<file path="config.mk">
export PLATFORM = sky130hd
export DESIGN_NAME = rgb_pwm_driver_flat
export DESIGN_NICKNAME = d
export VERILOG_FILES = /design/src/rtl/rgb_pwm_driver_if.sv /design/src/rtl/rgb_pwm_driver.sv /design/src/flat_wrapper.sv
export SDC_FILE = /design/constraint.sdc
export NUM_CORES = 1
export LEC_CHECK = 0
export CORE_AREA = 4 4 63 65
export DETAILED_ROUTE_END_ITERATION = 8
export DIE_AREA = 0 0 67 69
export PLACE_DENSITY_LB_ADDON = 0.08
export SYNTH_ARGS = -nofsm -noshare
export SYNTH_HDL_FRONTEND = slang
export SYNTH_SLANG_ARGS = --single-unit
</file>
<file path="constraint.sdc">
create_clock -name clk -period 4.45 [get_ports clk]
set_input_delay 0.445 -clock clk [delete_from_list [all_inputs] [get_ports clk]]
set_output_delay 0.445 -clock clk [all_outputs]
set_load 0.1 [all_outputs]
</file>
<file path="src/rtl/rgb_pwm_driver_if.sv">
// Signal bundle between the color source / LED pins and rgb_pwm_driver.
// The master side supplies color, brightness and enable; the slave side drives the LED channels and status.
interface rgb_pwm_driver_if;
  logic [3:0] color;
  logic [1:0] brightness;
  logic       enable;
  logic       led_r;
  logic       led_g;
  logic       led_b;
  logic       period_start;
  logic [3:0] active_color;

  modport master (
    output color, brightness, enable,
    input  led_r, led_g, led_b, period_start, active_color
  );

  modport slave (
    input  color, brightness, enable,
    output led_r, led_g, led_b, period_start, active_color
  );
endinterface

</file>
<file path="src/rtl/rgb_pwm_driver.sv">
// Three-channel PWM LED driver with a fixed 16-entry color palette and shift dimming.
// Color and brightness are latched only at PWM period boundaries, so outputs never glitch mid-period.
module rgb_pwm_driver #(
  parameter int unsigned PRESCALE = 4,
  parameter int unsigned PWM_BITS = 8
) (
  input  logic             clk,
  input  logic             rst,
  rgb_pwm_driver_if.slave  bus
);

  localparam int unsigned          PRE_W    = (PRESCALE > 1) ? $clog2(PRESCALE) : 1;
  localparam logic [PRE_W-1:0]     PRE_LAST = PRE_W'(PRESCALE - 1);
  localparam logic [PWM_BITS-1:0]  PWM_LAST = '1;

  typedef struct packed {
    logic [PWM_BITS-1:0] r;
    logic [PWM_BITS-1:0] g;
    logic [PWM_BITS-1:0] b;
  } rgb_t;

  // Palette entries are 8-bit intensities; codes 10..15 are deliberately dark.
  function automatic rgb_t palette(input logic [3:0] code);
    rgb_t c;
    c = '0;
    case (code)
      4'd1:    c = '{r: PWM_BITS'(255), g: PWM_BITS'(255), b: PWM_BITS'(255)};
      4'd2:    c = '{r: PWM_BITS'(255), g: PWM_BITS'(0),   b: PWM_BITS'(0)};
      4'd3:    c = '{r: PWM_BITS'(0),   g: PWM_BITS'(255), b: PWM_BITS'(0)};
      4'd4:    c = '{r: PWM_BITS'(0),   g: PWM_BITS'(0),   b: PWM_BITS'(255)};
      4'd5:    c = '{r: PWM_BITS'(255), g: PWM_BITS'(255), b: PWM_BITS'(0)};
      4'd6:    c = '{r: PWM_BITS'(0),   g: PWM_BITS'(255), b: PWM_BITS'(255)};
      4'd7:    c = '{r: PWM_BITS'(255), g: PWM_BITS'(0),   b: PWM_BITS'(255)};
      4'd8:    c = '{r: PWM_BITS'(255), g: PWM_BITS'(64),  b: PWM_BITS'(0)};
      4'd9:    c = '{r: PWM_BITS'(128), g: PWM_BITS'(0),   b: PWM_BITS'(255)};
      default: c = '0;
    endcase
    return c;
  endfunction

  logic [PRE_W-1:0]    pre_cnt_q, pre_cnt_d;
  logic [PWM_BITS-1:0] pwm_cnt_q, pwm_cnt_d;
  logic                first_q, first_d;
  logic [3:0]          active_color_q, active_color_d;
  rgb_t                duty_q, duty_d;
  logic                led_r_q, led_r_d;
  logic                led_g_q, led_g_d;
  logic                led_b_q, led_b_d;
  logic                period_start_q, period_start_d;

  logic tick;
  logic boundary;
  rgb_t pal;

  always_comb begin
    // NOTE: every signal gets a default before any branch so no path leaves it unassigned and infers a latch.
    pre_cnt_d      = pre_cnt_q;
    pwm_cnt_d      = pwm_cnt_q;
    first_d        = first_q;
    active_color_d = active_color_q;
    duty_d         = duty_q;
    period_start_d = 1'b0;

    tick     = (pre_cnt_q == PRE_LAST);
    boundary = (tick && (pwm_cnt_q == PWM_LAST)) || first_q;
    pal      = palette(bus.color);

    if (tick) begin
      pre_cnt_d = '0;
      pwm_cnt_d = pwm_cnt_q + 1'b1;
    end else begin
      pre_cnt_d = pre_cnt_q + 1'b1;
    end

    if (boundary) begin
      active_color_d = bus.color;
      duty_d.r       = pal.r >> bus.brightness;
      duty_d.g       = pal.g >> bus.brightness;
      duty_d.b       = pal.b >> bus.brightness;
      first_d        = 1'b0;
      period_start_d = 1'b1;
    end

    // Compare against the pre-edge duty so a new color shows from the cycle after its boundary.
    led_r_d = bus.enable && (pwm_cnt_q < duty_q.r);
    led_g_d = bus.enable && (pwm_cnt_q < duty_q.g);
    led_b_d = bus.enable && (pwm_cnt_q < duty_q.b);
  end

  always_ff @(posedge clk or negedge rst) begin
    if (!rst) begin
      pre_cnt_q      <= '0;
      pwm_cnt_q      <= '0;
      first_q        <= 1'b1;
      active_color_q <= '0;
      duty_q         <= '0;
      led_r_q        <= 1'b0;
      led_g_q        <= 1'b0;
      led_b_q        <= 1'b0;
      period_start_q <= 1'b0;
    end else begin
      // NOTE: non-blocking assignments keep every flop updating from pre-edge values, independent of statement order.
      pre_cnt_q      <= pre_cnt_d;
      pwm_cnt_q      <= pwm_cnt_d;
      first_q        <= first_d;
      active_color_q <= active_color_d;
      duty_q         <= duty_d;
      led_r_q        <= led_r_d;
      led_g_q        <= led_g_d;
      led_b_q        <= led_b_d;
      period_start_q <= period_start_d;
    end
  end

  assign bus.led_r        = led_r_q;
  assign bus.led_g        = led_g_q;
  assign bus.led_b        = led_b_q;
  assign bus.period_start = period_start_q;
  assign bus.active_color = active_color_q;

endmodule
</file>
<file path="src/flat_wrapper.sv">
// flat-port wrapper written by rule: the top's interface ports become plain ports
module rgb_pwm_driver_flat 
#(
  parameter int unsigned PRESCALE = 4,
  parameter int unsigned PWM_BITS = 8
)
  (clk, rst, bus_color, bus_brightness, bus_enable, bus_led_r, bus_led_g, bus_led_b, bus_period_start, bus_active_color);
  rgb_pwm_driver_if bus_i ();
  input  logic clk;
  input  logic rst;
  input wire logic [$bits(bus_i.color)-1:0] bus_color;
  input wire logic [$bits(bus_i.brightness)-1:0] bus_brightness;
  input wire logic [$bits(bus_i.enable)-1:0] bus_enable;
  output wire logic [$bits(bus_i.led_r)-1:0] bus_led_r;
  output wire logic [$bits(bus_i.led_g)-1:0] bus_led_g;
  output wire logic [$bits(bus_i.led_b)-1:0] bus_led_b;
  output wire logic [$bits(bus_i.period_start)-1:0] bus_period_start;
  output wire logic [$bits(bus_i.active_color)-1:0] bus_active_color;
  assign bus_i.color = bus_color;
  assign bus_i.brightness = bus_brightness;
  assign bus_i.enable = bus_enable;
  assign bus_led_r = bus_i.led_r;
  assign bus_led_g = bus_i.led_g;
  assign bus_led_b = bus_i.led_b;
  assign bus_period_start = bus_i.period_start;
  assign bus_active_color = bus_i.active_color;
  rgb_pwm_driver #(.PRESCALE(PRESCALE), .PWM_BITS(PWM_BITS)) u_core (.clk(clk), .rst(rst), .bus(bus_i));
endmodule
</file>
==> metrics.yaml <==
status: "finished clean"
postRouteWirelength_um: 3980
drc: 0
synth-seq-area-share_pct: 43.0
coreArea_sq_um: 3340
num_rows: 21
avgSynthCellArea_sq_um: 9.80
ys_seq_elements: 34
max_slew_margin_pct: 35.0
drv_cap: 0
max_freq_ghz: 0.439
layout_common_cells: "dfrtp_1 (33), ha_1 (26), nand2_1 (23), inv_1 (19), clkdlybuf4s50_1 (16)"
dieHeight_um: 69
use_met3_pct: 5.03
cts_made_buffers: 5
setup_viol: 0
wl_per_cell_um: 14.9
use_met2_pct: 34.0
hold_buffers: 0
synth_edf_count: 0
switchingPower_w: 0.000226
worstHoldStart: "u_core.pre_cnt_q[0]"
irDropWorstVdd_v: 0.000230
synthCells: 202
r2r_start: "u_core.pre_cnt_q[0]"
critPathKind: "reg2out"
worst_path_dominant_cell_family: "buffers and inverters"
die_width_um: 67
drive_gt1_share_pct: 6.79
final_common_cell: "dfrtp_1"
worstReg2RegEnd: "u_core.duty_q[11]"
worstHoldPathType: "reg2reg"
synthToLayoutAreaGrowth_pct: 12.3
arrival_ps: 1830
async_flop_share_pct: 100
rsz0062_at_grt: "no"
fillers: 297
track_usage_pct: 19.7
cellLeakagePower_nw: 1.09
firstDrtPassIters: 4
grtUsageMet1_pct: 22.5
ant_nets: 0
clk-insertion-delay-late_ps: 340
hold_viol: 0
combPwrFrac_pct: 24.3
drv_slew: 0
period_needed_ps: 2280
cts_setup_buffers: 0
pre_cts_slack_ps: 2180
multi_input_area_sq_um: 1000
io_buffers: 16
syn-num-nets: 237
p_int_w: 0.000457
routabilityCongestion: 0.812
dieArea_sq_um: 4620
grt_pass1_vias: 1575
cts.sinks: 34
sw_frac_of_total_pct: 33.1
fin_hold_ws_ps: 439
grt_max_degree: 35
top_usage_layer: "met2"
path_clk_slew_ps: 100
routed_via_density: 5.62
synth-main-ff-cell: "dfrtp_1"
start_util_pct: 59.3
fin_nets: 255
htreeDepth: 2
yosys_warnings: 0
num_vias: 1501
grt_pass1_wl_um: 6930
powerDensity_nw_per_um2: 307
cp-start-kind: "flip-flop"
clockBufferDepth: 2
min_delay_worst_endpoint: "u_core.pre_cnt_q[0]"
syn-cell-area_sq_um: 1980
rrSetupSlack_ps: 2540
cp-end-kind: "primary output"
drt_iter0_drc: 85
grt_overflow_total: 0
n_antenna_cell: 0
cp_slowest_cell: "clkdlybuf4s50_1"
tightest_slew_ps: 972
required_ps: 4010
clock_power_share_pct: 26.4
tns_ps: 0
tritoncts: "done"
r2r_cells: 7
critPathMaxFanout: 2
synth_cell_types: 40
register_area_sq_um: 852
hold_depth: 1
finalPower_w: 0.000683
antenna_found_initial: 0
cpPeakStageDelay_ps: 1140
setup_slack_ps: 2170
timing.final.crit_share_pct: 51.2
dp_hpwl_um: 3090
cp_cell_sequence: "clkdlybuf4s50_1"
clockRootBuffer: "clkbuf_4"
power_frac_seq_pct: 49.3
cts_resized: 0
setup.worst_path.start: "u_core.bus.active_color[2]"
cp_num_buf_inv: 1
fin_worst_skew_ps: 6.92
io_pins: 17
==> routing by layer <==
layer,part of all wire (%),vias to the layer above
met5,0,-
met4,2.3,0
met3,4.5,11
met2,52,36
met1,41,722
li1,-,732
==> state kept, by name (all words and copies together), names as in the netlist <==
signal / cells
u_core.bus.active_color: 4
u_core.bus.led_b: 1
u_core.bus.led_g: 1
u_core.bus.led_r: 1
u_core.bus.period_start: 1
u_core.duty_q: 15
u_core.first_q: 1
u_core.pre_cnt_q: 2
u_core.pwm_cnt_q: 8
==> per-stage QoR <==
| stage | instances | instance area (sq um) | util (%) |
|---|---|---|---|
| 2_1_floorplan | 202 | 1980 | - |
| 3_3_place_gp | 259 | 2160 | 64.8 |
| 3_5_place_dp | 259 | 2160 | 64.8 |
| 4_1_cts | 267 | 2220 | 66.6 |
| 5_1_grt | 267 | 2220 | 66.6 |
| 6_report | 267 | 2220 | 66.6 |
==> synth_stat cells (all sizes together), types with 4 or more instances <==
library cell | instances | area share (%)
mux2i | 5 | 2.5
a31oi | 5 | 1.6
ha | 26 | 16
nor2 | 12 | 2.3
dfrtp | 33 | 42
xnor2 | 4 | 1.8
o31ai | 4 | 1.5
nand2 | 23 | 4.4
o21ai | 13 | 3.5
a21o | 4 | 1.5
buf | 7 | 2.5
inv | 20 | 3.8
a21oi | 11 | 2.8
==> kinds of logic (layout without fill, tap and decap cells) <==
| logic type | Yosys count | in the layout | synth area share [%] |
|---|---|---|---|
| AND/OR/NAND/NOR | 59 | 59 | 14.9 |
| AO/OA/AOI/OAI | 42 | 42 | 13.0 |
| flip-flops | 34 | 34 | 43.0 |
| buffers and inverters | 27 | 46 | 6.26 |
| adder cells (fa/ha/maj) | 26 | 26 | 16.4 |
| XOR/XNOR | 7 | 7 | 3.10 |
| multiplexers | 6 | 6 | 3.10 |
| other | 1 | 1 | 0.189 |
==> worst max path at each step <==
stage	depth (start not counted)	endpoint
6_report	1	bus_active_color[2]
5_1_grt	1	bus_active_color[0]
4_1_cts	1	bus_led_r
3_5_place_dp	7	u_core.duty_q[21]
3_3_place_gp	7	u_core.duty_q[21]
2_1_floorplan	7	u_core.bus.active_color[2]
==> final cells by class <==
cell class                      instances  area share, %
Clock buffer                            7           2.48
Clock inverter                          1          0.225
Inverter                               20           3.38
Multi-Input combinational cell        141           45.1
Sequential cell                        34           38.3
Tap cell                               46           2.59
Timing Repair Buffer                   18           7.88
==> power by group through the flow <==
stage           logic, W  clock network, W  registers [W]
3_5_place_dp    0.000166                 0       0.000344
2_1_floorplan  0.0000691                 0       0.000392
6_report        0.000166          0.000180       0.000337
5_1_grt         0.000182          0.000197       0.000339
3_3_place_gp    0.000159                 0       0.000342
4_1_cts         0.000167          0.000185       0.000337
(Power assumes the default switching activity.)
